`src/rtl/pc_gen_pkg.sv`:
```
// pc_gen_pkg
// Shared constants and types for the fetch-stage program-counter generator:
// chip-enable levels, the branch-taken level and the two-state fetch FSM.
package pc_gen_pkg;

    // Instruction-memory chip-enable levels
    localparam logic CHIP_ENABLE  = 1'b1;
    localparam logic CHIP_DISABLE = 1'b0;

    // Level of branch_flag_i that means "branch taken"
    localparam logic BRANCH = 1'b1;

    // Default fetch address width for MIPS32 instances
    localparam int INST_ADDR_W = 32;

    // HOLD: memory disabled after reset; RUN: normal fetch
    typedef enum logic {
        ST_HOLD = 1'b0,
        ST_RUN  = 1'b1
    } state_t;

endpackage

```
`src/rtl/pc_gen_pend_buf.sv`:
```
// pc_gen_pend_buf
// Single-entry branch-target buffer: a valid bit plus a target register.
// Holds a taken branch that arrived while fetch could not advance.
// Ports:
//   clk    in   clock
//   rst    in   asynchronous active-high reset (clears valid only)
//   load   in   capture din and set valid (a later load overwrites)
//   clear  in   drop the buffered target; wins over load
//   din    in   ADDR_W  target to capture
//   valid  out  buffer holds a target
//   target out  ADDR_W  buffered target
module pc_gen_pend_buf
    import pc_gen_pkg::*;
#(
    parameter int ADDR_W = INST_ADDR_W
) (
    input  logic              clk,
    input  logic              rst,
    input  logic              load,
    input  logic              clear,
    input  logic [ADDR_W-1:0] din,
    output logic              valid,
    output logic [ADDR_W-1:0] target
);

    always_ff @(posedge clk or posedge rst) begin
        if (rst) begin
            valid <= 1'b0;
        end else if (clear) begin
            valid <= 1'b0;
        end else if (load) begin
            valid <= 1'b1;
        end
    end

    // The target register is only meaningful while valid is set, so it
    // carries no reset.
    always_ff @(posedge clk) begin
        if (load && !clear) begin
            target <= din;
        end
    end

endmodule

```
`src/rtl/pc_gen.sv`:
```
// pc_gen
// Program-counter generator for the MIPS32 fetch stage. Holds the fetch
// address, advances by INST_BYTES when memory accepts it, redirects on flush
// or taken branch, buffers a branch that arrives while fetch is held, and
// flags misaligned fetch addresses.
// Ports:
//   clk                  in   clock
//   rst                  in   asynchronous active-high reset
//   stall_i              in   pipeline hold
//   if_ready_i           in   instruction memory accepts current address
//   branch_flag_i        in   branch taken (compared against BRANCH)
//   branch_target_addr_i in   ADDR_W  branch destination
//   flush_i              in   exception/eret redirect
//   flush_pc_i           in   ADDR_W  redirect destination
//   pc                   out  ADDR_W  current fetch address (registered)
//   ce                   out  instruction-memory chip enable (registered)
//   addr_err_o           out  current pc misaligned (registered)
module pc_gen
    import pc_gen_pkg::*;
#(
    parameter int                ADDR_W     = INST_ADDR_W,
    parameter int                INST_BYTES = 4,
    parameter logic [ADDR_W-1:0] RESET_VEC  = '0
) (
    input  logic              clk,
    input  logic              rst,
    input  logic              stall_i,
    input  logic              if_ready_i,
    input  logic              branch_flag_i,
    input  logic [ADDR_W-1:0] branch_target_addr_i,
    input  logic              flush_i,
    input  logic [ADDR_W-1:0] flush_pc_i,
    output logic [ADDR_W-1:0] pc,
    output logic              ce,
    output logic              addr_err_o
);

    localparam logic [ADDR_W-1:0] PC_INC     = ADDR_W'(INST_BYTES);
    localparam logic [ADDR_W-1:0] ALIGN_MASK = ADDR_W'(INST_BYTES - 1);

    // Low log2(INST_BYTES) bits nonzero; always 0 for byte-sized instructions
    function automatic logic misaligned(input logic [ADDR_W-1:0] addr);
        return |(addr & ALIGN_MASK);
    endfunction

    state_t            state;
    logic              adv;
    logic              branch_taken;
    logic              load_pc;
    logic [ADDR_W-1:0] next_pc;
    logic              pend_load;
    logic              pend_clear;
    logic              pend_valid;
    logic [ADDR_W-1:0] pend_target;

    pc_gen_pend_buf #(
        .ADDR_W (ADDR_W)
    ) u_pend_buf (
        .clk    (clk),
        .rst    (rst),
        .load   (pend_load),
        .clear  (pend_clear),
        .din    (branch_target_addr_i),
        .valid  (pend_valid),
        .target (pend_target)
    );

    // Next-PC selection. Flush ignores stall/back-pressure; everything else
    // only moves the PC on an advance edge. A branch that cannot advance is
    // parked in the pending buffer instead of being lost.
    always_comb begin
        adv          = (ce == CHIP_ENABLE) && !stall_i && if_ready_i;
        branch_taken = (branch_flag_i == BRANCH);
        load_pc      = 1'b0;
        next_pc      = pc;
        pend_load    = 1'b0;
        pend_clear   = 1'b0;
        if (state == ST_RUN) begin
            if (flush_i) begin
                load_pc    = 1'b1;
                next_pc    = flush_pc_i;
                pend_clear = 1'b1;
            end else if (adv && branch_taken) begin
                load_pc    = 1'b1;
                next_pc    = branch_target_addr_i;
                pend_clear = 1'b1;
            end else if (adv && pend_valid) begin
                load_pc    = 1'b1;
                next_pc    = pend_target;
                pend_clear = 1'b1;
            end else if (adv) begin
                load_pc    = 1'b1;
                next_pc    = pc + PC_INC;
            end else if (branch_taken) begin
                pend_load  = 1'b1;
            end
        end
    end

    always_ff @(posedge clk or posedge rst) begin
        if (rst) begin
            state      <= ST_HOLD;
            ce         <= CHIP_DISABLE;
            pc         <= RESET_VEC;
            addr_err_o <= 1'b0;
        end else begin
            case (state)
                ST_HOLD: begin
                    state <= ST_RUN;
                    ce    <= CHIP_ENABLE;
                end
                default: begin
                    state <= ST_RUN;
                    ce    <= CHIP_ENABLE;
                end
            endcase
            if (load_pc) begin
                pc         <= next_pc;
                addr_err_o <= misaligned(next_pc);
            end
        end
    end

endmodule

```
`config.mk`:
```
export PLATFORM = sky130hd
export DESIGN_NAME = pc_gen
export DESIGN_NICKNAME = d
export VERILOG_FILES = /design/src/rtl/pc_gen_pkg.sv /design/src/rtl/pc_gen_pend_buf.sv /design/src/rtl/pc_gen.sv
export SDC_FILE = /design/constraint.sdc
export NUM_CORES = 1
export LEC_CHECK = 0
export ABC_AREA = 1
export BUFFER_PORTS_ARGS = -buffer_cell sky130_fd_sc_hd__buf_2
export CAP_MARGIN = 20
export CORE_AREA = 2 2 91 93
export CTS_BUF_LIST = sky130_fd_sc_hd__clkbuf_8 sky130_fd_sc_hd__clkbuf_16
export CTS_CLUSTER_DIAMETER = 60
export DETAILED_ROUTE_END_ITERATION = 7
export DIE_AREA = 0 0 93 95
export PLACE_DENSITY_LB_ADDON = 0.25
export SYNTH_ARGS = -nofsm -noshare
export SYNTH_HDL_FRONTEND = slang
export SYNTH_SLANG_ARGS = --single-unit
```
`constraint.sdc`:
```
create_clock -name clk -period 3 [get_ports clk]
set_clock_uncertainty 0.15 [all_clocks]
set_input_delay 0.6 -clock clk [delete_from_list [all_inputs] [get_ports clk]]
set_output_delay 0.6 -clock clk [all_outputs]
set_load 0.02 [all_outputs]
```
==> flow_summary.ini <==
[global_route]
grt_max_degree = 36
antenna_found_initial = 0
grt_pass1_vias = 3941
grt_overflow_total = 0
grt_pass1_wl_um = 18600
track_usage = 0.2695

[sta]
rsz0062_at_grt = no
setup_viol = 0
drv_slew = 0
tightest_slew_ns = 0.5149
slew-limit-headroom = 0.6567
hold_viol = 0
hold_ws_ns = 0.2241
fin_crit_sh = 0.6629
finalWorstSetupSlack_ns = 1.011
setup_tns_ns = 0
period_needed_ns = 1.989
fmax_mhz = 502.9

[clocking]
postCtsSetupRepairBufs = 0
cts_tree = built
root_buffer = clkbuf_8
cts.repair.resized = 0
clk_latency_ns = 0.34
cts.clk_slew.worst_paths_ns = 0.08
cts_sinks = 67
clockBufferDepth = 2
cts_buffers = 9
htreeDepth = 3
holdBufCountCts = 0

[setup_path]
critPathCaptureType = flip-flop
crit_fanout = 25
required_ns = 3.08
arrival_ns = 2.07
criticalPathCategory = reg -> reg
cp-start-kind = flip-flop

[power_and_ir_drop]
peakVddDrop_mv = 0.2572
internal-power_mw = 1.678
pwr-share-seq = 0.457
switching_share = 0.3546
p_sw_mw = 0.9220
power.total_mw = 2.600
combPwrFrac = 0.261
leakage_nw = 2.419
power_frac_clock = 0.282
p_per_area_nw_per_um2 = 525.7

[cells_and_area]
antenna_cells = 0
layout_commonest_cell = nand2_1
nets = 773
n_fill_cell = 762
layout_common_cells = nand2_1, nor2_1, buf_2
drive_above_1_share = 0.2107
area_delta_synth_final_pct = 19.50
layout.cells.non_filler = 812

[yosys]
synth_warnings = 0
syn_inst = 601
synth-seq-cells = 67
synth_cell_type_count = 25
syn_area_per_cell_um2 = 6.887
netlist_area_um2 = 4139
ys_seq_area_frac = 0.4438
syn_nets = 672

[die]
ios = 104
die_area_um2 = 8835
core_area_um2 = 7928
chipWidth_um = 93
rows = 33
die_h_um = 95
initial_core_util = 0.5221

[route]
antenna_left = 0
viasPerCell = 5.121
dr.pass1.iters = 5
remaining_drc_errors = 0
drtIter0Drc = 282
vias = 4158
wirelength_um = 11160
wire_per_inst_um = 13.74

[place]
dp_slack_ns = 0.7072
port_buffers = 103
gp_congestion = 0.9513
dp_hpwl_um = 7884
placedCellCount = 796

[outcome]
outcome = finished clean

[run]
maxCapViolations = 0

[min_path]
hp-class = in -> async
==> cells in the mapped netlist, drive strengths merged <==
cell type	count	area [um2]
nand2	208	803.3
xnor2	4	35.03
buf	11	55.05
edfxtp	32	960.9
conb	1	3.750
nand3b	1	7.510
dfrtp	35	875.8
a21oi	30	150.1
o21ai	37	185.2
and2	1	6.260
o211ai	5	37.54
inv	42	157.6
nand3	32	160.2
nor2	142	585.6
xor2	2	17.52
ha	1	12.51
a31oi	5	31.28
clkbuf	11	41.29
nand4	1	12.51
==> critical path, stage by stage (launching register included) <==
cell     delay, ns
dfrtp_1       0.44
nand3_1       0.18
nor2_4        0.40
buf_4         0.38
nor2_1        0.09
a21oi_1       0.16
o21ai_1       0.07
==> metal layers <==
| metal | track usage | part of all wire |
|---|---|---|
| met5 | 0 | 0 |
| met4 | 0.09191 | 0.014 |
| met3 | 0.04709 | 0.067 |
| met2 | 0.4541 | 0.48 |
| met1 | 0.3532 | 0.44 |
==> flip-flops by register name, summed over array words and instances, names as in the netlist <==
register / cells
pc: 32
u_pend_buf.valid: 1
u_pend_buf.target: 32
state: 1
addr_err_o: 1
==> power by group through the flow <==
stage | Clock [mW] | Sequential, mW | Combinational [mW]
2_1_floorplan | 0 | 1.27 | 0.355
3_3_place_gp | 0 | 1.20 | 0.660
6_report | 0.733 | 1.19 | 0.678
3_5_place_dp | 0 | 1.21 | 0.678
5_1_grt | 0.775 | 1.20 | 0.769
4_1_cts | 0.740 | 1.19 | 0.681
==> logic make-up after synthesis <==
kind of cell | after synthesis | synth area share
buf+inv | 64 | 0.06137
flops | 67 | 0.4438
compound gates | 77 | 0.09764
fa+ha+maj | 1 | 0.003022
xor+xnor | 6 | 0.01270
other cells | 1 | 0.0009060
simple gates | 385 | 0.3806
==> path summary, 6_finish.rpt <==
| path | from | endpoint | slack [ns] | depth (start not counted) |
|---|---|---|---|---|
| hold / removal | rst | pc[1] | 0.22 | 3 |
| max in group asynchronous | rst | pc[26] | 2.11 | 3 |
| setup / recovery | state | pc[12] | 1.01 | 6 |
| min in group clk | branch_target_addr_i[5] | u_pend_buf.target[5] | 0.29 | 1 |
| setup reg to reg | state | pc[12] | 1.01 | 6 |
| hold reg to reg | addr_err_o | addr_err_o | 0.36 | 2 |
==> stage by stage <==
| step | area, um2 | utilization |
|---|---|---|
| after detailed placement | 4760 | 0.6004 |
| after CTS | 4946 | 0.6239 |
| final | 4946 | 0.6239 |
| after floorplan | 4139 | - |
| after global routing | 4946 | 0.6239 |
| after global placement | 4760 | 0.6004 |
==> layout make-up <==
| class | count | area, um2 | area share |
|---|---|---|---|
| Multi-Input combinational cell | 470 | 2051 | 0.4146 |
| Clock buffer | 9 | 123.9 | 0.02504 |
| Inverter | 42 | 157.7 | 0.03187 |
| Clock inverter | 7 | 62.56 | 0.01265 |
| Tap cell | 105 | 131.4 | 0.02656 |
| Sequential cell | 67 | 1837 | 0.3714 |
| Timing Repair Buffer | 112 | 583.1 | 0.1179 |
Power figures use the tool's default switching activity.
